==> config.mk <==
export PLATFORM = sky130hd
export DESIGN_NAME = shift_sched
export DESIGN_NICKNAME = d
export VERILOG_FILES = /design/src/rtl/shift_sched_pkg.sv /design/src/rtl/shift_sched_rr_arbiter.sv /design/src/rtl/shift_sched.sv
export SDC_FILE = /design/constraint.sdc
export NUM_CORES = 1
export LEC_CHECK = 0
export ABC_AREA = 1
export CELL_PAD_IN_SITES_DETAIL_PLACEMENT = 1
export CELL_PAD_IN_SITES_GLOBAL_PLACEMENT = 1
export CORE_ASPECT_RATIO = 1.25
export CORE_MARGIN = 2
export CORE_UTILIZATION = 33
export CTS_CLUSTER_SIZE = 16
export DETAILED_ROUTE_END_ITERATION = 7
export MAX_ROUTING_LAYER = met4
export PLACE_DENSITY = 0.95
export SYNTH_ARGS = -nofsm -noshare
export SYNTH_HDL_FRONTEND = slang
export SYNTH_SLANG_ARGS = --single-unit
export TNS_END_PERCENT = 1
==> constraint.sdc <==
create_clock -name clk -period 4 [get_ports clk]
set_input_delay 0.4 -clock clk [delete_from_list [all_inputs] [get_ports clk]]
set_output_delay 0.4 -clock clk [all_outputs]
set_load 0.05 [all_outputs]
==> src/rtl/shift_sched_pkg.sv <==
// Shared constants, output-stage state type and the shift/rotate datapath function
// for the shift_sched round-robin shift scheduler.
package shift_sched_pkg;

  localparam int unsigned DATA_W = 32;
  localparam int unsigned AMT_W  = 5;
  localparam int unsigned CNT_W  = 16;

  localparam logic DIR_LEFT  = 1'b0;
  localparam logic DIR_RIGHT = 1'b1;

  typedef enum logic {
    ST_EMPTY = 1'b0,
    ST_FULL  = 1'b1
  } out_state_e;

  // Logical shift (zero fill) or rotate; rotate uses a doubled word so wrapped bits fall in
  function automatic logic [DATA_W-1:0] shift_op(
    input logic [DATA_W-1:0] data,
    input logic [AMT_W-1:0]  amt,
    input logic              dir,
    input logic              rot
  );
    logic [2*DATA_W-1:0] dbl;
    logic [DATA_W-1:0]   res;
    dbl = {data, data};
    if (rot) begin
      if (dir == DIR_LEFT) begin
        dbl = dbl << amt;
        res = dbl[2*DATA_W-1:DATA_W];
      end else begin
        dbl = dbl >> amt;
        res = dbl[DATA_W-1:0];
      end
    end else begin
      res = (dir == DIR_LEFT) ? (data << amt) : (data >> amt);
    end
    return res;
  endfunction

endpackage

==> src/rtl/shift_sched_rr_arbiter.sv <==
// Round-robin arbiter: first asserted request at or after ptr_i, wrapping at N_REQ-1.
module rr_arbiter #(
  parameter int unsigned N_REQ = 4,
  parameter int unsigned IDX_W = 2
) (
  input  logic [N_REQ-1:0] req_i,
  input  logic [IDX_W-1:0] ptr_i,
  output logic [N_REQ-1:0] grant_o,
  output logic [IDX_W-1:0] idx_o,
  output logic             valid_o
);

  logic [IDX_W-1:0] cand;

  // Circular priority search starting at the pointer
  always_comb begin
    grant_o = '0;
    idx_o   = '0;
    valid_o = 1'b0;
    cand    = '0;
    for (int unsigned i = 0; i < N_REQ; i++) begin
      cand = IDX_W'((32'(ptr_i) + i) % N_REQ);
      if (!valid_o && req_i[cand]) begin
        valid_o       = 1'b1;
        grant_o[cand] = 1'b1;
        idx_o         = cand;
      end
    end
  end

endmodule

==> src/rtl/shift_sched.sv <==
// Round-robin scheduler sharing one 32-bit barrel shifter among N_REQ requesters,
// with a single-entry registered result stage tagged by requester ID.
// Optional rotate support is enabled by defining SHIFT_SCHED_ROTATE_EN (adds req_rot).
module shift_sched
  import shift_sched_pkg::*;
#(
  parameter int unsigned N_REQ = 4
) (
  input  logic                    clk,
  input  logic                    rst,
  input  logic [N_REQ-1:0]        req_valid,
  output logic [N_REQ-1:0]        req_ready,
  input  logic [N_REQ*DATA_W-1:0] req_data,
  input  logic [N_REQ*AMT_W-1:0]  req_amt,
  input  logic [N_REQ-1:0]        req_dir,
`ifdef SHIFT_SCHED_ROTATE_EN
  input  logic [N_REQ-1:0]        req_rot,
`endif
  output logic                    resp_valid,
  input  logic                    resp_ready,
  output logic [DATA_W-1:0]       resp_data,
  output logic [((N_REQ > 1) ? $clog2(N_REQ) : 1)-1:0] resp_id,
  output logic [CNT_W-1:0]        op_count
);

  localparam int unsigned ID_W = (N_REQ > 1) ? $clog2(N_REQ) : 1;

  out_state_e        state_q, state_d;
  logic [DATA_W-1:0] resp_data_q, resp_data_d;
  logic [ID_W-1:0]   resp_id_q, resp_id_d;
  logic [ID_W-1:0]   rr_ptr_q, rr_ptr_d;
  logic [CNT_W-1:0]  op_count_q, op_count_d;

  logic [N_REQ-1:0]  arb_grant;
  logic [ID_W-1:0]   arb_idx;
  logic              arb_any;
  logic              can_accept;
  logic              accept;
  logic              sel_rot;

  logic [DATA_W-1:0] opnd    [N_REQ];
  logic [AMT_W-1:0]  amt_arr [N_REQ];

  // Unpack flattened per-requester operand buses
  for (genvar gi = 0; gi < N_REQ; gi++) begin : g_unpack
    assign opnd[gi]    = req_data[gi*DATA_W +: DATA_W];
    assign amt_arr[gi] = req_amt[gi*AMT_W +: AMT_W];
  end

`ifdef SHIFT_SCHED_ROTATE_EN
  assign sel_rot = req_rot[arb_idx];
`else
  assign sel_rot = 1'b0;
`endif

  rr_arbiter #(
    .N_REQ (N_REQ),
    .IDX_W (ID_W)
  ) u_arb (
    .req_i   (req_valid),
    .ptr_i   (rr_ptr_q),
    .grant_o (arb_grant),
    .idx_o   (arb_idx),
    .valid_o (arb_any)
  );

  // Output-stage state register
  always_ff @(posedge clk or posedge rst) begin
    if (rst) state_q <= ST_EMPTY;
    else     state_q <= state_d;
  end

  // Next state: fill on accept, empty on drain without a replacement
  always_comb begin
    state_d = state_q;
    case (state_q)
      ST_EMPTY: if (accept) state_d = ST_FULL;
      ST_FULL:  if (resp_ready && !accept) state_d = ST_EMPTY;
      default:  state_d = ST_EMPTY;
    endcase
  end

  // Handshake outputs: the slot is free when empty or being drained this cycle
  always_comb begin
    can_accept = (state_q == ST_EMPTY) || resp_ready;
    accept     = arb_any && can_accept && !rst;
    req_ready  = accept ? arb_grant : '0;
    resp_valid = (state_q == ST_FULL);
  end

  // Result, tag, pointer and counter update on accept; hold otherwise
  always_comb begin
    resp_data_d = resp_data_q;
    resp_id_d   = resp_id_q;
    rr_ptr_d    = rr_ptr_q;
    op_count_d  = op_count_q;
    if (accept) begin
      resp_data_d = shift_op(opnd[arb_idx], amt_arr[arb_idx], req_dir[arb_idx], sel_rot);
      resp_id_d   = arb_idx;
      rr_ptr_d    = (arb_idx == ID_W'(N_REQ - 1)) ? '0 : arb_idx + ID_W'(1);
      op_count_d  = op_count_q + CNT_W'(1);
    end
  end

  // Datapath registers
  always_ff @(posedge clk or posedge rst) begin
    if (rst) begin
      resp_data_q <= '0;
      resp_id_q   <= '0;
      rr_ptr_q    <= '0;
      op_count_q  <= '0;
    end else begin
      resp_data_q <= resp_data_d;
      resp_id_q   <= resp_id_d;
      rr_ptr_q    <= rr_ptr_d;
      op_count_q  <= op_count_d;
    end
  end

  assign resp_data = resp_data_q;
  assign resp_id   = resp_id_q;
  assign op_count  = op_count_q;

endmodule

==> flow_summary.toml <==
[place]
dp_slack_ns = 0.140
place_inst = 1944
portBuffers = 213
dp_hpwl_mm = 28.1
gp_congestion = 0.966

[cells_and_area]
final_cell_mix = "nand3_1 (482), nand2_1 (456), clkdlybuf4s50_1 (210)"
layout.cells.most_common = "nand3_1"
area_growth_pct = 32.5
stdcell_count = 1953
antenna_cells = 0
final_util_pct = 44.6
nets = 1795
layout-drive-gt1-share_pct = 6.70

[drt]
routed_wl_mm = 36.1
drc = 0
vias = 10606
dr.pass1.iters = 5
wl_per_cell_um = 18.5
antenna_left = 0
vias_per_cell = 5.43
drt-initial-drc-count = 741

[floorplan]
die_h_um = 178
dieWidth_um = 143
rows = 63
dieArea_um2 = 25600
core_um2 = 23800
start_util_pct = 33.7
io_pins = 214

[logic_synthesis]
synth_nets = 1640
async_flop_share_pct = 100
yosysWarnings = 0
synth_top_family_by_area = "simple AND/OR/NAND/NOR gates"
synth-compound-area-share_pct = 2.39
syn_avg_cell_area_um2 = 5.44
synth_edf_count = 0
synthSimpleGateAreaFrac_pct = 63.0
synthFlopType = "dfrtp_1"
ys_ff_latch = 53
syn_inst = 1472
muxShareOfSynthArea_pct = 0
synthesis.area_um2 = 8010
synth_fa_ha_area_share_pct = 1.41
synth_xor_area_share_pct = 1.31
synth_cell_types = 40
yosysSeqAreaShare_pct = 16.6

[clock_network]
clk_path_buf_depth = 2
root_buffer = "clkbuf_16"
path_clk_slew_ns = 0.08
insertion_delay_ns = 0.30
cts_hold_buf = 0
cts_tree = "yes"
cts_setup_buffers = 0
cts_buffers = 5
clock_sinks = 53
h-tree-depth = 2

[sta]
final.setup.tns_ns = 0
setup_viol = 0
skew_ns = 0.00634
period_share_pct = 92.2
drv_slew = 0
fmax_ghz = 0.271
hold_violations = 0
period_needed_ns = 3.69
worst_pin_slew_ns = 0.725
slew-limit-headroom_pct = 51.6
rsz0062_at_grt = "no"
worst_slack_ns = 0.312

[worst_hold_path]
hold_depth = 1
hold_path_class = "reg -> reg"

[global_route]
grt_usage_pct = 28.1
antenna_found_initial = 0
grt-ovfl-total = 0
grt_pass1_vias = 10765
grt_max_degree = 74
grt_pass1_wl_mm = 55.7

[outcome]
status = "finished, final reports clean"

[setup_path]
r2r_cells = 22
critPathLaunchType = "flop"
crit_fanout = 36
cp.required_ns = 4.19
critical_path_class = "reg -> reg"
cp-end-kind = "flop"
worstPathArrival_ns = 3.88

[flow_run]
drv_cap = 0
[area by class of cell]
class                           count  area [µm²]
Fill cell                        3284       13200
Multi-Input combinational cell   1142        5480
Timing Repair Buffer              243        2560
Sequential cell                    53        1330
Inverter                          182         688
Tap cell                          325         407
Clock buffer                        5         125
Clock inverter                      3        28.8
[worst max-delay path, stage by stage (launching register included)]
cell	delay, ns
dfrtp_1	0.39
inv_2	0.13
ha_1	0.29
inv_1	0.12
nand3_1	0.14
nand2_2	0.14
nand4_1	0.14
nand2_1	0.13
nand2_4	0.11
nand2_8	0.16
buf_16	0.21
nand2_1	0.09
nand3_1	0.11
nand2_2	0.16
buf_4	0.24
nand2_1	0.21
nand3_1	0.15
nand3_1	0.17
nand3_1	0.12
nand3_1	0.09
nand2_1	0.07
nor2_1	0.13
nor2_1	0.06
[synth_stat cells (2+ instances only)]
cell        n  area, µm²
ha_1        9        113
nand2_1   458       1720
dfrtp_1    53       1330
inv_2      10       37.5
nand3_1   482       2410
buf_4      12       90.1
inv_1     170        638
nand2_2     6       37.5
o21ai_1     8       40.0
nand3_2     4       40.0
nand2_4     3       33.8
a21oi_1     6       30.0
o21ai_0     7       35.0
and2_1      2       12.5
a22oi_1     3       22.5
xnor2_1     7       61.3
nor2_1     42        158
or2_2      32        200
nand4_1    21        131
buf_8       2       30.0
nand3b_1   33        248
o21ai_2     2       17.5
clkbuf_1   15       56.3
buf_2      59        295
nor2_2      2       12.5
buf_6       6       67.6
xor2_1      5       43.8
[cells by family after synthesis]
logic type	count (synthesis)
AND/OR/NAND/NOR	1089
AO/OA/AOI/OAI	32
buffers and inverters	277
adder cells (fa/ha/maj)	9
flip-flops	53
XOR/XNOR	12
[final timing paths]
kind	start	endpoint	slack (ns)
max	rr_ptr_q[1]$_DFFE_PP0P_	resp_data[6]$_DFFE_PP0P_	0.31
min	op_count[15]$_DFFE_PP0P_	op_count[15]$_DFFE_PP0P_	0.48
max in group asynchronous	rst	resp_data[30]$_DFFE_PP0P_	2.79
max reg2reg	rr_ptr_q[1]$_DFFE_PP0P_	resp_data[6]$_DFFE_PP0P_	0.31
min in group asynchronous	rst	resp_data[27]$_DFFE_PP0P_	0.71
min reg2reg	op_count[15]$_DFFE_PP0P_	op_count[15]$_DFFE_PP0P_	0.48
[stage by stage]
| stage | area [µm²] | hold slack [ns] |
|---|---|---|
| 2_1_floorplan | 8010 | 0.496 |
| 3_3_place_gp | 10400 | 0.465 |
| 3_5_place_dp | 10400 | 0.469 |
| 4_1_cts | 10600 | 0.484 |
| 5_1_grt | 10600 | 0.506 |
| 6_report | 10600 | 0.477 |
[metal layers]
| layer | up-vias | global-route usage [%] | part of all wire, % |
|---|---|---|---|
| met5 | - | - | 0 |
| li1 | 5074 | - | - |
| met3 | 87 | 2.90 | 5.8 |
| met1 | 5074 | 33.1 | 42 |
| met2 | 371 | 48.1 | 47 |
| met4 | 0 | 12.9 | 4.9 |
[what timing repair did]
action,in CTS,in global routing
endpoints found under the setup margin,0,30
gates resized for setup,0,8
hold endpoints to repair,0,0
[flip-flops by register name, indices dropped and copies added, names as in the netlist]
| signal | flops |
|---|---|
| resp_data | 32 |
| op_count | 16 |
| resp_id | 2 |
| rr_ptr_q | 2 |
| resp_valid | 1 |
Power is left out: the tool's default activity adds up to more than one toggle a clock period on the data nets, which glitch-free logic cannot reach.
